[src/rtl/apb_gpio_pkg.sv]
// ============================================================================
// apb_gpio_pkg: register offsets and default sizing for the APB GPIO block
// Revision: 1.0
// ============================================================================
`default_nettype none

package apb_gpio_pkg;

  localparam int c_GPIO_W_DEF      = 32;
  localparam int c_SYNC_STAGES_DEF = 2;

  localparam logic [4:0] c_OFF_DATA_OUT = 5'h00;
  localparam logic [4:0] c_OFF_DIR      = 5'h04;
  localparam logic [4:0] c_OFF_DATA_IN  = 5'h08;
  localparam logic [4:0] c_OFF_IRQ_EN   = 5'h0C;
  localparam logic [4:0] c_OFF_IRQ_POL  = 5'h10;
  localparam logic [4:0] c_OFF_IRQ_STAT = 5'h14;
  localparam logic [4:0] c_OFF_OUT_SET  = 5'h18;
  localparam logic [4:0] c_OFF_OUT_CLR  = 5'h1C;

endpackage

`default_nettype wire

[src/rtl/gpio_sync_edge.sv]
// ============================================================================
// gpio_sync_edge: pin synchroniser, one-cycle delay and polarity edge pulse
// Revision: 1.0
// ============================================================================
`default_nettype none

module gpio_sync_edge #(
  parameter int GPIO_W      = 32,
  parameter int SYNC_STAGES = 2
) (
  input  logic              clk,
  input  logic              rst_n,
  input  logic [GPIO_W-1:0] i_gpio,
  input  logic [GPIO_W-1:0] i_pol,
  output logic [GPIO_W-1:0] o_sync,
  output logic [GPIO_W-1:0] o_edge
);

  logic [GPIO_W-1:0] r_sync [SYNC_STAGES];
  logic [GPIO_W-1:0] r_dly;
  logic [GPIO_W-1:0] w_rise;
  logic [GPIO_W-1:0] w_fall;

  always_ff @(posedge clk or negedge rst_n) begin
    if (!rst_n) begin
      for (int i = 0; i < SYNC_STAGES; i++) begin
        r_sync[i] <= '0;
      end
      r_dly <= '0;
    end else begin
      r_sync[0] <= i_gpio;
      for (int i = 1; i < SYNC_STAGES; i++) begin
        r_sync[i] <= r_sync[i-1];
      end
      r_dly <= r_sync[SYNC_STAGES-1];
    end
  end

  assign o_sync = r_sync[SYNC_STAGES-1];
  assign w_rise = o_sync & ~r_dly;
  assign w_fall = ~o_sync & r_dly;
  // Polarity only selects among real transitions, so rewriting it never fakes an edge.
  assign o_edge = (w_rise & i_pol) | (w_fall & ~i_pol);

endmodule

`default_nettype wire

[src/rtl/apb_gpio_ctrl.sv]
// ============================================================================
// apb_gpio_ctrl: APB GPIO controller top (decode, registers, startup mask, irq)
// Revision: 1.0
// ============================================================================
`default_nettype none

module apb_gpio_ctrl
  import apb_gpio_pkg::*;
#(
  parameter int GPIO_W      = c_GPIO_W_DEF,
  parameter int SYNC_STAGES = c_SYNC_STAGES_DEF
) (
  input  logic              clk,
  input  logic              rst_n,
  input  logic              psel,
  input  logic              penable,
  input  logic              pwrite,
  input  logic [4:0]        paddr,
  input  logic [31:0]       pwdata,
  output logic              pready,
  output logic [31:0]       prdata,
  output logic              pslverr,
  input  logic [GPIO_W-1:0] gpio_in,
  output logic [GPIO_W-1:0] gpio_out,
  output logic [GPIO_W-1:0] gpio_oe,
  output logic              irq
);

  localparam logic [2:0] c_START_CYC = 3'(SYNC_STAGES + 1);

  logic [GPIO_W-1:0] r_data_out;
  logic [GPIO_W-1:0] r_dir;
  logic [GPIO_W-1:0] r_irq_en;
  logic [GPIO_W-1:0] r_irq_pol;
  logic [GPIO_W-1:0] r_irq_stat;
  logic              r_irq;
  logic [2:0]        r_start_cnt;

  logic              w_access;
  logic              w_aligned;
  logic              w_wr;
  logic              w_rd;
  logic              w_unmask;
  logic [GPIO_W-1:0] w_wdata;
  logic [GPIO_W-1:0] w_sync;
  logic [GPIO_W-1:0] w_edge;
  logic [GPIO_W-1:0] w_stat_clr;
  logic [GPIO_W-1:0] w_stat_set;
  logic [31:0]       w_rdata;

  gpio_sync_edge #(
    .GPIO_W      (GPIO_W),
    .SYNC_STAGES (SYNC_STAGES)
  ) u_sync_edge (
    .clk    (clk),
    .rst_n  (rst_n),
    .i_gpio (gpio_in),
    .i_pol  (r_irq_pol),
    .o_sync (w_sync),
    .o_edge (w_edge)
  );

  assign w_access  = psel & penable;
  assign w_aligned = (paddr[1:0] == 2'b00);
  assign w_wr      = w_access & pwrite & w_aligned;
  assign w_rd      = w_access & ~pwrite & w_aligned;
  assign w_wdata   = pwdata[GPIO_W-1:0];

  assign pready  = w_access;
  assign pslverr = w_access & ~w_aligned;

  assign w_unmask   = (r_start_cnt == c_START_CYC);
  assign w_stat_clr = (w_wr && (paddr == c_OFF_IRQ_STAT)) ? w_wdata : '0;
  assign w_stat_set = w_unmask ? w_edge : '0;

  always_comb begin
    w_rdata = '0;
    if (w_rd) begin
      case (paddr)
        c_OFF_DATA_OUT: w_rdata[GPIO_W-1:0] = r_data_out;
        c_OFF_DIR:      w_rdata[GPIO_W-1:0] = r_dir;
        c_OFF_DATA_IN:  w_rdata[GPIO_W-1:0] = w_sync;
        c_OFF_IRQ_EN:   w_rdata[GPIO_W-1:0] = r_irq_en;
        c_OFF_IRQ_POL:  w_rdata[GPIO_W-1:0] = r_irq_pol;
        c_OFF_IRQ_STAT: w_rdata[GPIO_W-1:0] = r_irq_stat;
        default:        w_rdata = '0;
      endcase
    end
  end

  assign prdata = w_rdata;

  always_ff @(posedge clk or negedge rst_n) begin
    if (!rst_n) begin
      r_data_out  <= '0;
      r_dir       <= '0;
      r_irq_en    <= '0;
      r_irq_pol   <= '0;
      r_irq_stat  <= '0;
      r_irq       <= 1'b0;
      r_start_cnt <= '0;
    end else begin
      if (w_wr) begin
        case (paddr)
          c_OFF_DATA_OUT: r_data_out <= w_wdata;
          c_OFF_DIR:      r_dir      <= w_wdata;
          c_OFF_IRQ_EN:   r_irq_en   <= w_wdata;
          c_OFF_IRQ_POL:  r_irq_pol  <= w_wdata;
          c_OFF_OUT_SET:  r_data_out <= r_data_out | w_wdata;
          c_OFF_OUT_CLR:  r_data_out <= r_data_out & ~w_wdata;
          default:        ;
        endcase
      end
      // A fresh event beats a simultaneous write-1-to-clear on the same bit.
      r_irq_stat <= (r_irq_stat & ~w_stat_clr) | w_stat_set;
      r_irq      <= |(r_irq_stat & r_irq_en);
      if (!w_unmask) begin
        r_start_cnt <= r_start_cnt + 3'd1;
      end
    end
  end

  assign gpio_out = r_data_out;
  assign gpio_oe  = r_dir;
  assign irq      = r_irq;

endmodule

`default_nettype wire

[config.mk]
export PLATFORM = sky130hd
export DESIGN_NAME = apb_gpio_ctrl
export DESIGN_NICKNAME = d
export VERILOG_FILES = /design/src/rtl/apb_gpio_pkg.sv /design/src/rtl/gpio_sync_edge.sv /design/src/rtl/apb_gpio_ctrl.sv
export SDC_FILE = /design/constraint.sdc
export NUM_CORES = 1
export LEC_CHECK = 0
export CORE_MARGIN = 4
export CORE_UTILIZATION = 40
export CTS_CLUSTER_DIAMETER = 30
export DETAILED_ROUTE_END_ITERATION = 10
export PLACE_DENSITY = 0.71
export SYNTH_ARGS = -nofsm -noshare
export SYNTH_HDL_FRONTEND = slang
export SYNTH_SLANG_ARGS = --single-unit
[constraint.sdc]
create_clock -name clk -period 2.4 [get_ports clk]
set_input_delay 0.48 -clock clk [delete_from_list [all_inputs] [get_ports clk]]
set_output_delay 0.48 -clock clk [all_outputs]
set_load 0.05 [all_outputs]
# After elaboration in Yosys (flattened, before gate mapping)
# Index checks and enable logic that the tools add are counted.
[word_totals]
reg_bits = 260
inputBits = 74
out_inout_bits = 99
wordCells = 56
[classes]
n_addsub = 1
n_eq_ne = 8
n_mux = 5
bitwise = 23
reduce_logical = 9
[ops]
columns = ["cell", "n"]
rows = [
  ["$and 32x32->32", 7],
  ["$pmux 32 s6", 1],
  ["$not 32->32", 5],
  ["$mux 32", 3],
  ["$or 32x32->32", 3],
  ["$pmux 32 s3", 1],
  ["$reduce_or 32->1", 1],
  ["$eq 5x5->1 const B", 4],
  ["$eq 5x4->1 const B", 2],
  ["$reduce_and 2->1", 4],
  ["$and 1x1->1", 6],
  ["$eq 5x3->1 const B", 1],
  ["$logic_not 5->1", 1],
  ["$add 3x1->3 const B", 1],
  ["$eq 3x2->1 const B", 1],
  ["$reduce_bool 3->1", 1],
  ["$logic_not 2->1", 1],
  ["$not 1->1", 2],
  ["$logic_and 1x1->1", 1],
]

# Depth between registers and ports, before layout
# Gate-level depths: netlist of the first run.
[depth]
word_depth = 8
depth_mapped = 6
depth_no_buf = 3

# Modules after synthesis
# A second synthesis of the first run with hierarchy kept.
[hier_totals]
hier_cells = 948
hier_area_um2 = 12010.3
[by_module_without_submodules]
columns = ["module", "instances", "cells_per_inst", "area_each_um2", "seq_area_each_um2"]
rows = [
  ["apb_gpio_ctrl", 1, 724, 8647.0, 4103.9],
  ["gpio_sync_edge", 1, 224, 3363.2, 2402.3],
]

# Worst setup path after synthesis of the first run
# No wires, ideal clock.
[synth_timing]
kind = "input to output"
start = "input port paddr[3]"
end = "output port prdata[10]"
t_arrival_ns = 2.460
t_required_ns = 1.920
slack_ns = -0.540
path_stages = 6
n_path_buf = 3
cell_sequence = "clkbuf_1 -> buf_2 -> buf_2 -> mux2i_1 -> a211o_1 -> a21oi_1"
[synth_between]
elab_chain_len = 3
elab_cells_between_ends = 8
classes_between = "5 x eq/ne; 2 x mux; 1 x reduce/logical"
[synth_rtl]
columns = ["item", "line_no", "text"]
rows = [
  ["start: declaration", "apb_gpio_ctrl.sv:18", "input logic [4:0] paddr,"],
  ["$eq 5x5->1, or another cell as far along", "apb_gpio_ctrl.sv:79", "case (paddr)"],
  ["$pmux 32 s6 (*)", "apb_gpio_ctrl.sv:79", ""],
  ["$mux 32 (*)", "apb_gpio_ctrl.sv:78", "if (w_rd) begin"],
  ["end: declaration", "apb_gpio_ctrl.sv:21", "output logic [31:0] prdata,"],
]
# Mark *: on every way between the ends. The rest lies on a longest branch, timed or not.

# Worst setup path in the final report of the first run
[layout_timing]
start = "input port paddr[0]"
end = "output port prdata[2]"
[layout_between]
elab_chain_len = 3
elab_cells_between_ends = 10
classes_between = "5 x eq/ne; 2 x mux; 1 x bitwise; 2 x reduce/logical"
[layout_rtl]
columns = ["item", "line_no"]
rows = [
  ["$eq 5x5->1, or another cell as far along", "apb_gpio_ctrl.sv:79"],
  ["$pmux 32 s6 or $and 1x1->1 (tied branches)", "apb_gpio_ctrl.sv:79, apb_gpio_ctrl.sv:66"],
  ["$mux 32 (*)", "apb_gpio_ctrl.sv:78"],
]
# Marks and branches as above.

==> qor.yml, run 1 <==
status:
  status: "finished clean"
yosys:
  synth_cell_type_count: 39
  avgSynthCellArea_um2: 12.7
  synth-xor-area-share: 0.00150
  synth_adder_area_share: 0.00215
  synth_top_family_by_area: "multiplexers"
  synth-simple-area-share: 0.0939
  synth_compound_area_frac: 0.150
  synth_edf_count: 0
  synth_nets: 995
  synthFlopType: "dfrtp_1"
  synthArstFlopShare: 1.00
  ys_warn_count: 0
  synthMuxAreaShare: 0.163
  synth_seq_area_share: 0.559
  synthCells: 919
  syn_area_um2: 11600
  synth-seq-cells: 260
critical_path:
  cp_max_fo: 6
  required_ps: 1920
  slowest_delay_ps: 630
  endpoint_kind: "output port"
  crit_path_cell_trace: "buf_6 -> buf_6 -> or4_4 -> buf_12 -> a21oi_4 -> buf_12"
  cpMaxStageDelayCell: "or4_4"
  critPathLaunchType: "input port"
  critPathArrivalTime_ps: 1880
  critPathKind: "in2out"
floorplanning:
  die_h_um: 179
  num_rows: 62
  core_area_um2: 28700
  initial_core_util: 0.406
  pin_count: 173
  die-area_um2: 31900
  die_x_um: 179
clocking:
  cts_root_buffer: "clkbuf_16"
  path_clk_slew_ps: 50
  cts_num_sinks: 260
  clkLatencyLatePin_ps: 560
  clock_path_buffers: 3
  cts_buffers: 61
  h-tree-depth: 2
  cts_tree: "done"
detailed_routing:
  met2_length_mm: 17.4
  dr.max_layer_used: "met4"
  final_antenna_net_count: 0
  via_count: 9230
  met1Wirelength_mm: 16.2
  dr_wl_met3_mm: 2.55
  drt-vias-per-instance: 5.85
  drcViolationCount: 0
  drt_iter0_markers: 856
  first_pass_iters: 5
  wl_per_cell_um: 23.3
  drt-total-wl_mm: 36.8
timing:
  slew_headroom: 0.550
  rsz0062_at_grt: "false"
  slew_viol_final: 0
  finalHoldViolCount: 0
  fin_crit_sh: 0.984
  whs_ps: 336
  tightest_slew_ps: 674
  setup_violations: 0
  fmax_mhz: 423
  finClkSkew_ps: 14.3
  finalCriticalPeriod_ps: 2360
global_routing:
  grt_overflow_total: 0
  antenna_found_initial: 1
  grt_pass1_wl_mm: 57.4
  grt_pass1_vias: 9704
  grt_max_degree: 83
  track_usage: 0.232
power_and_ir_drop:
  p_leak_nw: 7.28
  power_density_nw_per_um2: 912
  peakVddDrop_mv: 0.704
cells_and_area:
  n_fill_cell: 2190
  layout-drive-gt1-share: 0.334
  stdcell_area_um2: 17300
  fin_nets: 1217
  layoutNonFillerInstCount: 1578
  syn2layout_area_growth_pct: 48.9
hold_path:
  min_path_type: "reg2reg"
run:
  drv_cap: 0
placement:
  place_area_um2: 15000
  dp.final_hpwl_mm: 23.7
  portBuffers: 172
  placed_cells: 1453
  gp_congestion: 0.790
state kept, by name (all words and copies together), names as in the netlist:
register / flops
u_sync_edge.r_dly: 32
r_irq_pol: 32
gpio_out: 32
irq: 1
u_sync_edge.o_sync: 32
r_start_cnt: 3
u_sync_edge.r_sync: 32
gpio_oe: 32
r_irq_en: 32
r_irq_stat: 32
layer usage:
layer / global-route usage / vias to the layer above
met1: 0.324 / 4793
met3: 0.0577 / 54
li1: - / 4015
met5: 0 / -
met2: 0.359 / 368
met4: 0.0697 / 0
critical path, delay by kind of cell:
kind	cells	cell delay (ps)
buf+inv	4	600
simple gates	1	630
compound gates	1	180
metrics by stage:
step | total power, W | utilization | setup slack, ps | setup TNS (ps)
6_report | 0.0158 | 0.604 | 37.5 | 0
2_1_floorplan | 0.00649 | - | 2.64 | 0
5_1_grt | 0.0164 | 0.604 | 7.46 | 0
3_5_place_dp | 0.00753 | 0.521 | -368 | -26450
3_3_place_gp | 0.00748 | 0.521 | -353 | -25860
4_1_cts | 0.0159 | 0.602 | 13.8 | 0
final timing paths:
check	start	endpoint	slack, ps	depth (start not counted)
worst min register to register	u_sync_edge.r_sync[51]	u_sync_edge.o_sync[19]	340	0
max in group asynchronous	rst_n	gpio_out[17]	1120	3
worst max register to register	r_irq_stat[11]	irq	760	3
worst min-delay path	u_sync_edge.r_sync[51]	u_sync_edge.o_sync[19]	340	0
worst max-delay path	paddr[0]	prdata[2]	40	6
min in group asynchronous	rst_n	u_sync_edge.r_sync[42]	520	2
cells in the final DEF, fill, tap and decap left out, drive strengths merged, types with 19 or more instances in the layout:
master,instances
a211o,33
nor3b,20
nand4,48
clkbuf,79
buf,102
o21ai,31
clkdlybuf4s50,129
mux2,129
a221o,19
a22o,32
nand2b,32
clkinv,20
nand3b,31
mux2i,33
a32oi,32
dfrtp,260
a21oi,64
inv,19
where the power goes:
group          leakage [nW]  internal [W]  switching [W]
clock                  1.05       0.00570        0.00260
sequential             3.12       0.00477       0.000369
combinational          3.11      0.000996        0.00138
final cells by class:
type,instances,area [µm²],share of cell area
diodes,1,2.50,0.000144
well taps,384,480,0.0277
flip-flops and latches,260,6510,0.375
inverters,14,52.6,0.00303
multi-input cells,572,5300,0.306
repair buffers,232,2870,0.166
clock buffers,79,1770,0.102
clock inverters,36,362,0.0209
what timing repair did:
item | 4_1_cts | 5_1_grt
buffers inserted | 5 | 0
cloned | 3 | 0
resized for setup | 40 | 8
hold endpoints to repair | 75 | 0
hold buffers | 1 | 0
setup endpoints to repair | 32 | 17
pin swaps | 21 | 6
cell usage after synthesis (all sizes together) (14+ instances only):
master / n / share of area
dfrtp: 260 / 0.56
a22o: 32 / 0.024
nand4: 48 / 0.026
buf: 18 / 0.0086
a211o: 33 / 0.025
mux2: 129 / 0.13
nand3b: 31 / 0.020
nand2b: 32 / 0.017
clkbuf: 55 / 0.018
mux2i: 33 / 0.028
inv: 14 / 0.0045
nor3b: 20 / 0.013
a32oi: 32 / 0.024
a221o: 19 / 0.016
a22oi: 16 / 0.010
o21ai: 31 / 0.013
a21oi: 64 / 0.028
kinds of logic after synthesis:
kind of cell | count (synthesis)
DFF | 260
AOI/OAI and AO/OA | 242
and+or+nand+nor | 164
muxes | 162
buffers and inverters | 87
xor gates and xnor gates | 2
adders and majority gates | 2
No activity file was read; power rests on OpenSTA's default activity.
==> inputs of run 2 (changes only) <==
Settings changed: SETUP_SLACK_MARGIN set to 0.1.
==> run 2 against run 1 <==
The run now ends with setup timing left. Hold slack improved by 6.1 ps. Sequential power about the same. Utilization increased by 3.5 points. Global-route usage increased by 1.6 points. Critical path type unchanged. Critical endpoint is now prdata[5].
==> qor.yml, run 2 (synthesis results as in run 1) <==
status:
  status: "complete, but fails checks"  # was finished clean
  violations: "setup timing"
detailed_routing:
  drcViolationCount: 0  # unchanged
  drt-total-wl_mm: 39.8  # was 36.8 mm
  via_count: 9448  # was 9230
  first_pass_iters: 5  # unchanged
  drt_iter0_markers: 904  # was 856
  wl_per_cell_um: 24.8  # was 23.3 µm
  final_antenna_net_count: 0  # unchanged
  drt-vias-per-instance: 5.88  # was 5.85
floorplanning:
  pin_count: 173  # unchanged
  die_h_um: 179  # unchanged
  core_area_um2: 28700  # unchanged
  die-area_um2: 31900  # unchanged
  initial_core_util: 0.406  # unchanged
  num_rows: 62  # unchanged
  die_x_um: 179  # unchanged
critical_path:
  required_ps: 1920  # about the same
  critPathKind: "in2out"  # unchanged
  slowest_delay_ps: 580  # was 630 ps
  ff2ff_path_depth: 4  # was 3
  critPathArrivalTime_ps: 1940  # was 1880 ps
  endpoint_kind: "output port"  # unchanged
  cpMaxStageDelayCell: "or4_4"  # unchanged
  r2r_slack_ps: 700  # was 760 ps
  r2r_end: "r_irq_stat[31]"  # was irq
  critPathLaunchType: "input port"  # unchanged
  cp_max_fo: 6  # unchanged
  rr_startpoint: "r_start_cnt[0]"  # was r_irq_stat[11]
  crit_path_cell_trace: "buf_6 -> buf_6 -> or4_4 -> buf_12 -> buf_16 -> a21oi_4 -> buf_12"  # was buf_6 -> buf_6 -> or4_4 -> buf_12 -> a21oi_4 -> buf_12
placement:
  placed_cells: 1463  # was 1453
  gp_congestion: 0.828  # was 0.790
  place_area_um2: 15000  # about the same
  dp.final_hpwl_mm: 24.0  # was 23.7 mm
  portBuffers: 172  # unchanged
global_routing:
  antenna_found_initial: 2  # was 1
  grt_pass1_vias: 10000  # was 9704
  grt_pass1_wl_mm: 60.1  # was 57.4 mm
  grt_overflow_total: 0  # unchanged
  track_usage: 0.248  # was 0.232
  grt_max_degree: 64  # was 83
hold_path:
  min_path_type: "reg2reg"  # unchanged
  whs_endpoint: "u_sync_edge.o_sync[19]"  # unchanged
  hold_depth: 0  # unchanged
  hp-start: "u_sync_edge.r_sync[51]"  # unchanged
power_and_ir_drop:
  peakVddDrop_mv: 0.724  # was 0.704 mV
  p_sw_w: 0.00454  # was 0.00435 W
  p_clk_frac: 0.534  # was 0.525
  p_leak_nw: 7.85  # was 7.28 nW
  power_density_nw_per_um2: 893  # was 912 nW/µm²
  total_power_w: 0.0164  # was 0.0158 W
  p_seq_frac: 0.313  # was 0.325
  power.internal_w: 0.0118  # was 0.0115 W
  switching_share: 0.277  # was 0.275
  combPwrFrac: 0.153  # was 0.150
clocking:
  cts_buffers: 60  # was 61
  path_clk_slew_ps: 50  # about the same
  cts_root_buffer: "clkbuf_16"  # unchanged
  clock_path_buffers: 3  # unchanged
  h-tree-depth: 2  # unchanged
  clkLatencyLatePin_ps: 560  # about the same
  cts_num_sinks: 260  # unchanged
  cts_tree: "done"  # unchanged
timing:
  slew_viol_final: 0  # unchanged
  finClkSkew_ps: 21.3  # was 14.3 ps
  setup_violations: 17  # was 0
  tightest_slew_ps: 625  # was 674 ps
  worst_slack_ps: -18.4  # was 37.5 ps
  finalHoldViolCount: 0  # unchanged
  rsz0062_at_grt: "true"  # was false
  fmax_mhz: 413  # was 423 MHz
  fin_crit_sh: 1.01  # was 0.984
  slew_headroom: 0.583  # was 0.550
  finalCriticalPeriod_ps: 2420  # was 2360 ps
cells_and_area:
  fin_nets: 1247  # was 1217
  layoutNonFillerInstCount: 1606  # was 1578
  final_common_cell: "dfrtp_1"  # unchanged
  layout-drive-gt1-share: 0.363  # was 0.334
  post-route-util: 0.639  # was 0.604
  final_cell_mix: "dfrtp_1, clkdlybuf4s50_1, mux2_2"  # unchanged
  syn2layout_area_growth_pct: 57.5  # was 48.9%
  stdcell_area_um2: 18300  # was 17300 µm²
run:
  drv_cap: 0  # unchanged
-- run 2: worst max-delay path, delay by kind of cell --
family                 cells  cell delay, ps
and+or+nand+nor            1             580
AOI/OAI and AO/OA          1             160
buffers and inverters      5             700
-- run 2: how the worst max path moves through the flow --
stage	from	to	slack (ps)
floorplan	paddr[3]	prdata[10]	110
global placement	paddr[1]	prdata[18]	-350
detailed placement	paddr[1]	prdata[23]	-390
CTS	paddr[1]	prdata[5]	-3
global route	paddr[0]	prdata[5]	-40
finish	paddr[0]	prdata[5]	-20
-- run 2: layout make-up --
class,instances,area [µm²]
flip-flops and latches,260,6510
inverters,14,52.6
fillers,2084,10400
repair buffers,263,3410
clock buffers,65,1540
diodes,2,5.00
clock inverters,46,653
multi-input cells,572,5700
well taps,384,480
-- run 2: routing by layer --
| layer | GRT usage | wire length (µm) |
|---|---|---|
| met1 | 0.335 | 16800 |
| met5 | 0 | 0 |
| met3 | 0.0659 | 3200 |
| met2 | 0.384 | 18600 |
| met4 | 0.0953 | 1180 |
-- run 2: repair_timing --
action                     CTS  global route
cloned                      12             1
setup endpoints to repair   42            53
hold endpoints to repair    57             0
hold buffers                 1             0
setup buffers               15             2
pin swaps                   40            16
gates resized for setup     95            48
-- run 2: stage by stage --
stage / setup TNS, ps / hold WS, ps / setup WS [ps]
floorplan: 0 / 184 / 114
global placement: -31070 / 334 / -352
detailed placement: -33200 / 335 / -390
CTS: -5.87 / 343 / -3.49
global route: -700 / 346 / -44.9
finish: -112 / 343 / -18.4
-- run 2: power by group through the flow --
stage / clock [W] / sequential (W) / combinational (W)
finish: 0.00875 / 0.00513 / 0.00251
global route: 0.00908 / 0.00518 / 0.00263
CTS: 0.00882 / 0.00512 / 0.00246
detailed placement: 0 / 0.00518 / 0.00236
global placement: 0 / 0.00516 / 0.00232
floorplan: 0 / 0.00574 / 0.000750
==> inputs of run 3 (changes only) <==
Settings changed: SLEW_MARGIN set to 10.
==> results of run 3 <==
No change in the layout: final DEF, timing and power equal those of run 2.
